[src/rtl/vn_cpu_pkg.sv]
// vn_cpu_pkg: opcodes, FSM states and instruction field positions for the core
package vn_cpu_pkg;
  localparam int OPC_W    = 4;
  localparam int REG_W    = 2;
  localparam int DREG_LSB = 2;
  localparam int SREG_LSB = 0;
  typedef enum logic [3:0] {
    OP_NOP  = 4'd0,
    OP_ADD  = 4'd1,
    OP_SUB  = 4'd2,
    OP_AND  = 4'd3,
    OP_OR   = 4'd4,
    OP_LDI  = 4'd5,
    OP_LD   = 4'd6,
    OP_ST   = 4'd7,
    OP_JMP  = 4'd8,
    OP_JZ   = 4'd9,
    OP_JN   = 4'd10,
    OP_HALT = 4'd15
  } opcode_t;
  typedef enum logic [2:0] {
    S_FETCH,
    S_DECODE,
    S_IMM,
    S_EXEC,
    S_MEM,
    S_HALT
  } state_t;
endpackage

[src/rtl/vn_cpu_alu.sv]
// vn_cpu_alu: combinational ALU, the single adder shared by datapath and pc increment
module vn_cpu_alu import vn_cpu_pkg::*; #(
  parameter int DATA_W = 8
) (
  input  opcode_t           op,
  input  logic [DATA_W-1:0] a,
  input  logic [DATA_W-1:0] b,
  output logic [DATA_W-1:0] result,
  output logic              carry,
  output logic              zero,
  output logic              negative
);
  logic              sub;
  logic [DATA_W:0]   sum;
  always_comb begin
    sub      = op == OP_SUB;
    sum      = {1'b0, a} + {1'b0, sub ? ~b : b} + {{DATA_W{1'b0}}, sub};
    result   = op == OP_AND ? a & b : op == OP_OR ? a | b : sum[DATA_W-1:0];
    carry    = (op == OP_ADD || sub) && sum[DATA_W];
    zero     = result == '0;
    negative = result[DATA_W-1];
  end
endmodule

[src/rtl/vn_cpu_core.sv]
// vn_cpu_core: multi-cycle von Neumann core with four registers and a ready-handshaked memory port
module vn_cpu_core import vn_cpu_pkg::*; #(
  parameter int DATA_W = 8
) (
  input  logic              clk,
  input  logic              reset,
  output logic              mem_req,
  output logic              mem_we,
  output logic [DATA_W-1:0] mem_addr,
  output logic [DATA_W-1:0] mem_wdata,
  input  logic [DATA_W-1:0] mem_rdata,
  input  logic              mem_ready,
  output logic [DATA_W-1:0] pc,
  output logic              zero,
  output logic              negative,
  output logic              carry,
  output logic              halted
);
  state_t            state, state_nx;
  opcode_t           op, alu_op;
  logic [DATA_W-1:0] rf [4];
  logic [DATA_W-1:0] ir, immr, alu_a, alu_b, alu_res;
  logic [REG_W-1:0]  rd, rs;
  logic              done, is_alu, needs_imm, take_jmp, alu_c, alu_z, alu_n;
  assign done = mem_req && mem_ready;
  // outside EXEC the ALU is borrowed to compute pc + 1
  always_comb begin
    op        = opcode_t'(ir[DATA_W-1 -: OPC_W]);
    rd        = ir[DREG_LSB +: REG_W];
    rs        = ir[SREG_LSB +: REG_W];
    is_alu    = op inside {OP_ADD, OP_SUB, OP_AND, OP_OR};
    needs_imm = op inside {OP_LDI, OP_JMP, OP_JZ, OP_JN};
    take_jmp  = op == OP_JMP || (op == OP_JZ && zero) || (op == OP_JN && negative);
    alu_op    = state == S_EXEC ? op : OP_ADD;
    alu_a     = state == S_EXEC ? rf[rd] : pc;
    alu_b     = state == S_EXEC ? rf[rs] : {{(DATA_W-1){1'b0}}, 1'b1};
  end
  vn_cpu_alu #(.DATA_W(DATA_W)) u_alu (
    .op(alu_op), .a(alu_a), .b(alu_b),
    .result(alu_res), .carry(alu_c), .zero(alu_z), .negative(alu_n)
  );
  always_ff @(posedge clk) state <= reset ? S_FETCH : state_nx;
  always_comb begin
    state_nx = state;
    case (state)
      S_FETCH:  state_nx = done ? S_DECODE : S_FETCH;
      S_DECODE: state_nx = needs_imm ? S_IMM : S_EXEC;
      S_IMM:    state_nx = done ? S_EXEC : S_IMM;
      S_EXEC:   state_nx = op inside {OP_LD, OP_ST} ? S_MEM : op == OP_HALT ? S_HALT : S_FETCH;
      S_MEM:    state_nx = done ? S_FETCH : S_MEM;
      S_HALT:   state_nx = S_HALT;
      default:  state_nx = S_FETCH;
    endcase
  end
  always_comb begin
    mem_req   = !reset && state inside {S_FETCH, S_IMM, S_MEM};
    mem_we    = state == S_MEM && op == OP_ST;
    mem_addr  = state == S_MEM ? rf[rs] : pc;
    mem_wdata = rf[rd];
    halted    = state == S_HALT;
  end
  always_ff @(posedge clk) begin
    if (reset) begin
      for (int i = 0; i < 4; i++) rf[i] <= '0;
      pc       <= '0;
      ir       <= '0;
      immr     <= '0;
      zero     <= 1'b0;
      negative <= 1'b0;
      carry    <= 1'b0;
    end else begin
      if (state == S_FETCH && done) begin
        ir <= mem_rdata;
        pc <= alu_res;
      end
      if (state == S_IMM && done) begin
        immr <= mem_rdata;
        pc   <= alu_res;
      end
      if (state == S_EXEC && is_alu) begin
        rf[rd]   <= alu_res;
        zero     <= alu_z;
        negative <= alu_n;
        carry    <= alu_c;
      end
      if (state == S_EXEC && op == OP_LDI) rf[rd] <= immr;
      if (state == S_EXEC && take_jmp) pc <= immr;
      if (state == S_MEM && done && op == OP_LD) rf[rd] <= mem_rdata;
    end
  end
endmodule

[config.mk]
export PLATFORM = sky130hd
export DESIGN_NAME = vn_cpu_core
export DESIGN_NICKNAME = d
export VERILOG_FILES = /design/src/rtl/vn_cpu_pkg.sv /design/src/rtl/vn_cpu_alu.sv /design/src/rtl/vn_cpu_core.sv
export SDC_FILE = /design/constraint.sdc
export NUM_CORES = 1
export LEC_CHECK = 0
export CORE_UTILIZATION = 52
export CTS_CLUSTER_DIAMETER = 60
export DETAILED_ROUTE_END_ITERATION = 10
export GPL_TIMING_DRIVEN = 0
export HOLD_SLACK_MARGIN = 0.12
export PLACE_DENSITY_LB_ADDON = 0.12
export SYNTH_ARGS = -nofsm -noshare
export SYNTH_HDL_FRONTEND = slang
export SYNTH_SLANG_ARGS = --single-unit
[constraint.sdc]
create_clock -name clk -period 3.25 [get_ports clk]
set_input_delay 0.975 -clock clk [delete_from_list [all_inputs] [get_ports clk]]
set_output_delay 0.975 -clock clk [all_outputs]
set_load 0.02 [all_outputs]
# == After elaboration in Yosys (flattened, before gate mapping) ==
# Memory sizes are Yosys's and may differ from the RTL's. A register that Yosys moved wholly into a read port is not among the register bits.
# Cells that the tools add are included.
# totals
regBits,30
ramBits,32
inputBits,11
wordCells,97
n_memories,1
# classes
n_addsub,2
n_eq_ne,20
n_mux,37
bitwise,5
reduce_logical,25
# mem_list
name,words,word_bits,rd,rd_clocked_by_memory_dff,write_ports,line_no,source
rf,4,8,2,2,4,vn_cpu_core.sv:21,logic [DATA_W-1:0] rf [4];
# op_table
cell,n
$mux 8,12
$eq 4x3->1 const B,5
$pmux 3 s6,1
$eq 4x2->1 const B,4
$eq 4x4->1 const B,4
$mux 1,15
$logic_and 1x1->1,13
$mux 2,5
$add 8x8->9,1
$add 9x1->9,1
$mux 3,3
$and 8x8->8,1
$eq 4x1->1 const B,2
$logic_not 8->1,1
$not 8->8,1
$or 8x8->8,1
$reduce_bool 4->1,2
$reduce_or 8->1,1
$eq 3x2->1 const B,2
$eq 3x3->1 const B,2
$reduce_bool 3->1,2
$mux 4,1
$eq 3x1->1 const B,1
$logic_not 3->1,1
other kinds (4),7

# == Logic depth before layout (Yosys ltp) ==
# Gate-level depths: netlist (run 1).
# depth
depth_word,12
ltp_mapped,15
ltp_nobuf,13

# == By module ==
# A second synthesis (run 1) with hierarchy kept.
# hier_totals
hier_cells,459
area_unflattened_um2,4605.7
# by_module_without_submodules
module,instances,cells_each,area_per_inst_um2,seq_area_each_um2
vn_cpu_core,1,342,3692.3,1641.6
vn_cpu_alu,1,117,913.4,0.0

# == Worst setup path before layout (run 1) ==
# Ideal clock, no wire load.
# synth_path
path_kind,input-to-reg
startpoint,in reset
endpoint,mem rf[0][0] (enable)
arrival_ns,2.967
required_time_ns,2.916
slack_ns,-0.052
stages,8
path_buffers,1
cell_sequence,a21o_1 > nor2_1 > nand2_1 > nor4_2 > nor2_1 > or3_1 > clkbuf_1 > nand2b_1
# synth_lines
item,line_no,source
from (decl),vn_cpu_core.sv:6,"input logic reset,"
to (decl),vn_cpu_core.sv:21,

==> results of run 1 <==
-- registers in the layout, summed over array words and instances (netlist names), named ones only --
signal and count:
rf 32, negative 1, zero 1, immr 8, pc 8, ir 8
state 3, carry 1
-- what timing repair did --
item                       CTS  global route
pin swaps                    9            31
setup endpoints to repair   63            60
buffers inserted             7            14
gates resized for setup     31            35
-- final cells by class --
class | count | area, sq um
multi-input cells | 317 | 2552
fillers | 621 | 2426
flip-flops and latches | 66 | 1645
repair buffers | 61 | 565.5
clock buffers | 12 | 178.9
plain buffers | 22 | 137.6
well taps | 102 | 127.6
inverters | 17 | 63.81
clock inverters | 4 | 30.03
-- stage by stage --
| step | instance area (sq um) | instances | power (mW) | setup WS [ns] |
|---|---|---|---|---|
| after floorplan | 4150 | 425 | 1.127 | 0.03317 |
| after global placement | 4678 | 567 | 1.227 | -0.5158 |
| after detailed placement | 4678 | 567 | 1.232 | -0.5431 |
| after CTS | 5041 | 588 | 1.948 | -0.01628 |
| after global routing | 5301 | 601 | 2.046 | -0.09935 |
| final | 5301 | 601 | 1.976 | 0.01578 |
-- worst max path at each step --
stage                     slack, ns  endpoint       from  depth (start not counted)
after global placement        -0.52  rf[0][4]      reset                          9
after CTS                     -0.02  rf[2][7]  flip-flop                         12
after detailed placement      -0.54  rf[0][4]      reset                          9
final                          0.02  rf[2][7]  flip-flop                         12
after global routing           -0.1  rf[2][7]  flip-flop                         12
after floorplan                0.03  rf[0][6]  flip-flop                         13
-- worst max-delay path, cell delays in order, from the launching register on --
cell	delay, ns
dfxtp_2	0.35
buf_12	0.14
mux4_2	0.56
xnor2_2	0.17
nor2_2	0.16
ha_4	0.24
a21o_4	0.24
o41ai_4	0.31
buf_4	0.20
nor2_4	0.05
a311oi_4	0.38
a31oi_4	0.16
nor2_1	0.13
-- where the power goes --
| part | switching, mW | internal (mW) |
|---|---|---|
| Clock | 0.344 | 0.375 |
| Sequential | 0.0264 | 0.899 |
| Combinational | 0.186 | 0.146 |
-- cell usage in the layout (no fill, tap or decap), types with 11 or more instances in the layout --
master           netlist  layout
mux2i_1               12      12
a21oi_1               32      28
clkdlybuf4s50_1        0      31
nand3_1               15      14
edfxtp_1              32      32
buf_4                  1      22
o21ai_0               12      11
mux4_2                13      15
nand2_1               44      42
inv_1                 16      16
nor2_1                63      61
dfxtp_1               34      31
-- cells by family (layout without fill, tap and decap cells) --
kind of cell | after synthesis | in the layout | share of synthesized area
adder cells (fa/ha/maj) | 8 | 8 | 0.02598
XOR/XNOR | 11 | 11 | 0.02326
AO/OA/AOI/OAI | 92 | 92 | 0.1625
flip-flops | 66 | 66 | 0.3964
AND/OR/NAND/NOR | 169 | 169 | 0.2036
buffers and inverters | 42 | 116 | 0.04501
multiplexers | 37 | 37 | 0.1432
-- routing by layer --
layer,track usage,up-vias
li1,-,1705
met1,0.4074,1795
met2,0.4665,180
met3,0.06114,23
met4,0.1310,0
met5,0,-
==> flow_summary.toml, run 1 <==
[floorplanning]
start_util = 0.5359
dieArea_sq_um = 8326
pin_count = 41
die_x_microns = 91.25
core_region_area_sq_um = 7727
die_h_microns = 91.25
std_cell_rows = 32

[grt]
antenna_found_initial = 0
grt_pass1_vias = 3313
grt_pass1_wl_microns = 18560
grt_use_total = 0.3004
overflow = 0
grt_max_degree = 13

[placement]
io_buffers = 40
hpwl_microns = 8429
routabilityCongestion = 0.9437

[logic_synthesis]
syn_area_sq_um = 4141
yosys.cell_types.count = 72
synth_edf_count = 32
synth_top_area_frac = 0.2320
synth_flop_cell = "dfxtp_1"
ys_top_cells_by_count = "nor2_1, nand2_1, dfxtp_1"
syn_avg_cell_area_sq_um = 9.745
netlist_instances = 425
synth-seq-area-share = 0.3964
synth.ff_latch_count = 66
synthTopCellsByArea = "edfxtp_1, dfxtp_1, mux4_2"
synth_nets = 444
synth_async_sr_flop_share = 0
synth_top_area_cell = "edfxtp_1"
ys.warnings.count = 0
post-synth-top-count-cell = "nor2_1"

[pwr]
power.density_nw_per_um2 = 372.7
leakagePower_nw = 2.038
ir_drop_mv = 0.3697

[timing]
fin_crit_ns = 3.234
finalMaxSlewViolations = 0
maxSlewHeadroom = 0.4787
max_freq_mhz = 309.2
fin_tns_setup_ns = 0
rsz0062_at_grt = "true"
finalClockSkew_ns = 0.01543
holdWs_ns = 0.5010
hold_viol = 0
worst_pin_slew_ns = 0.7791
period_share = 0.9951
setup-violations-final = 0

[detailed_routing]
drt-initial-drc-count = 267
dr.max_layer_used = "met4"
route.detailed.wl_per_inst_microns = 20.11
wl_met1_microns = 4861
ant_nets = 0
route.met2.wl_microns = 5870
dr.pass1.iters = 7
drc = 0
via_count = 3703
dr_wl_met3_microns = 1034
viasPerCell = 6.161
routed_wl_microns = 12080

[worst_hold_path]
hold_class = "flip-flop to flip-flop"
hold_path_end = "carry"
hold_path_depth = 2
holdCritStartpoint = "carry"

[worst_setup_path]
required_ns = 3.46
crit_path_start_kind = "flip-flop"
arrival_ns = 3.45
critPathKind = "flip-flop to flip-flop"
cp-end-kind = "flip-flop"
r2r_end = "rf[2][7]"
r2r_cells = 12
reg2reg_slack_ns = 0.02
crit_fanout = 8

[clock_network]
clkSinkCount = 66
clkTransAtPathRegs_ns = 0.08
cts_max_path_buffers = 2
clkLatencyLatePin_ns = 0.36
cts_hold_buffers = 0
cts-root-buf = "clkbuf_8"
numCtsBuffers = 9
htreeDepth = 3
cts_tree = "yes"

[run_status]
status = "finished clean"

[finish]
fin_util = 0.6860
num_antenna_cells = 0
drive_above_1_share = 0.2585
area_growth_pct = 28.01
nets = 513

[run]
maxCapViolCount = 0
Note: power is estimated with default switching activity, not from simulation.
==> run 2: changes to the inputs <==
--- a/config.mk
+++ b/config.mk
@@ -9,7 +9,7 @@
 export CTS_CLUSTER_DIAMETER = 60
 export DETAILED_ROUTE_END_ITERATION = 10
 export GPL_TIMING_DRIVEN = 0
-export HOLD_SLACK_MARGIN = 0.12
+export HOLD_SLACK_MARGIN = 0.03
 export PLACE_DENSITY_LB_ADDON = 0.12
 export SYNTH_ARGS = -nofsm -noshare
 export SYNTH_HDL_FRONTEND = slang
==> results of run 2 <==
The final DEF is identical to that of run 1; final timing and power are the same.
==> run 3: changes to the inputs <==
--- a/config.mk
+++ b/config.mk
@@ -5,8 +5,10 @@
 export SDC_FILE = /design/constraint.sdc
 export NUM_CORES = 1
 export LEC_CHECK = 0
+export CORE_MARGIN = 2
 export CORE_UTILIZATION = 52
 export CTS_CLUSTER_DIAMETER = 60
+export CTS_CLUSTER_SIZE = 12
 export DETAILED_ROUTE_END_ITERATION = 10
 export GPL_TIMING_DRIVEN = 0
 export HOLD_SLACK_MARGIN = 0.03
==> flow_summary.toml, run 3 (synthesized netlist as in run 1, its figures left out) <==
[grt]
overflow = 0
grt_use_total = 0.2860
antenna_found_initial = 0
grt_pass1_wl_microns = 18450
grt_pass1_vias = 3326
grt_max_degree = 14

[floorplanning]
die_h_microns = 93.25
die_x_microns = 93.25
core_region_area_sq_um = 7727
pin_count = 41
std_cell_rows = 32
start_util = 0.5359
dieArea_sq_um = 8695

[detailed_routing]
routed_wl_microns = 11800
drt-initial-drc-count = 307
viasPerCell = 6.087
ant_nets = 0
route.detailed.wl_per_inst_microns = 19.80
via_count = 3628
dr.pass1.iters = 6
drc = 0

[finish]
nets = 508
final_common_cell = "nor2_1"
post_layout_nonfiller_instances = 596
area_growth_pct = 25.47
largest_reg_flops = 32
top_register = "rf"
drive_above_1_share = 0.2389
fin_util = 0.6724
final_cell_mix = "nor2_1, nand2_1, dfxtp_1, clkdlybuf4s50_1, edfxtp_1"
num_antenna_cells = 0

[clock_network]
htreeDepth = 3
cts_tree = "yes"
numCtsBuffers = 9
cts-root-buf = "clkbuf_8"
clkLatencyLatePin_ns = 0.36
clkSinkCount = 66
cts_hold_buffers = 0
cts_max_path_buffers = 2
clkTransAtPathRegs_ns = 0.08

[worst_setup_path]
cp-end-kind = "flip-flop"
required_ns = 3.33
crit_fanout = 8
arrival_ns = 3.40
crit_path_start_kind = "flip-flop"
critPathKind = "flip-flop to flip-flop"

[pwr]
power.density_nw_per_um2 = 375.8
ir_drop_mv = 0.2644
p_total_mw = 1.953
leakagePower_nw = 1.965

[placement]
routabilityCongestion = 0.9688
dp_cells = 567
io_buffers = 40
hpwl_microns = 8527

[worst_hold_path]
hold_class = "flip-flop to flip-flop"

[timing]
finalMaxSlewViolations = 0
setup-violations-final = 6
holdWs_ns = 0.4904
rsz0062_at_grt = "true"
finalClockSkew_ns = 0.01889
worst_pin_slew_ns = 0.8052
worst_slack_ns = -0.06299
maxSlewHeadroom = 0.4612
hold_viol = 0
max_freq_mhz = 301.8
fin_crit_ns = 3.313
fin_tns_setup_ns = -0.2404
period_share = 1.019

[run_status]
violations = "negative setup slack"
status = "finished with violations"

[run]
maxCapViolCount = 0
-- run 3: cell types whose count changed in the layout (fill, tap and decap cells not counted), sizes merged --
cell,delta
dlygate4sd2,+2
clkbuf,+1
dlymetal6s2s,-3
clkinv,+1
clkinvlp,-1
clkdlybuf4s50,+1
buf,-6
-- run 3: metal layers --
| layer | up-vias | GRT usage | routed length [microns] |
|---|---|---|---|
| li1 | 1687 | - | - |
| met1 | 1754 | 0.3945 | 4861 |
| met2 | 162 | 0.4616 | 5842 |
| met3 | 25 | 0.05157 | 808 |
| met4 | 0 | 0.08701 | 286 |
| met5 | - | 0 | 0 |
-- run 3: power breakdown --
| group | switching [mW] | total (mW) | internal [mW] |
|---|---|---|---|
| registers | 0.0262 | 0.925 | 0.899 |
| clock network | 0.337 | 0.710 | 0.373 |
| logic | 0.180 | 0.317 | 0.137 |
-- run 3: final cells by class --
cell class | instances | area [sq um]
plain buffers | 23 | 132.6
clock buffers | 12 | 177.7
clock inverters | 4 | 31.28
fillers | 637 | 2531
inverters | 17 | 63.81
multi-input cells | 317 | 2509
flip-flops and latches | 66 | 1644
well taps | 102 | 127.6
repair buffers | 55 | 510.5
-- run 3: critical path: stages, from the launching register on --
cell and delay, ns:
dfxtp_2 0.34, buf_8 0.14, mux4_2 0.59, xnor2_2 0.16
nor2_1 0.07, ha_1 0.36, a21oi_2 0.17, nand2_2 0.09
a31oi_4 0.27, xnor2_2 0.11, o221ai_2 0.25, o21ai_2 0.09
a22oi_2 0.33, nor2_1 0.08
-- run 3: path summary, 6_finish.rpt --
| kind | cells past startpoint | start | slack [ns] | endpoint |
|---|---|---|---|---|
| min | 2 | immr[6] | 0.49 | immr[6] |
| max | 13 | flip-flop | -0.06 | rf[0][6] |
| max reg2reg | 13 | flip-flop | -0.06 | rf[0][6] |
| min reg2reg | 2 | immr[6] | 0.49 | immr[6] |
-- run 3: what timing repair did --
| action | in CTS | in global routing |
|---|---|---|
| endpoints found under the setup margin | 55 | 53 |
| pin swaps | 10 | 19 |
| cloned | 0 | 0 |
| hold endpoints to repair | 0 | 0 |
| resized for setup | 30 | 26 |
| setup buffers | 8 | 7 |
-- run 3: metrics by stage --
step	setup slack (ns)	cell area [sq um]
global route	-0.2391	5196
floorplan	0.03317	4150
global placement	-0.5570	4678
detailed placement	-0.5901	4678
finish	-0.06299	5196
CTS	0.007443	5040
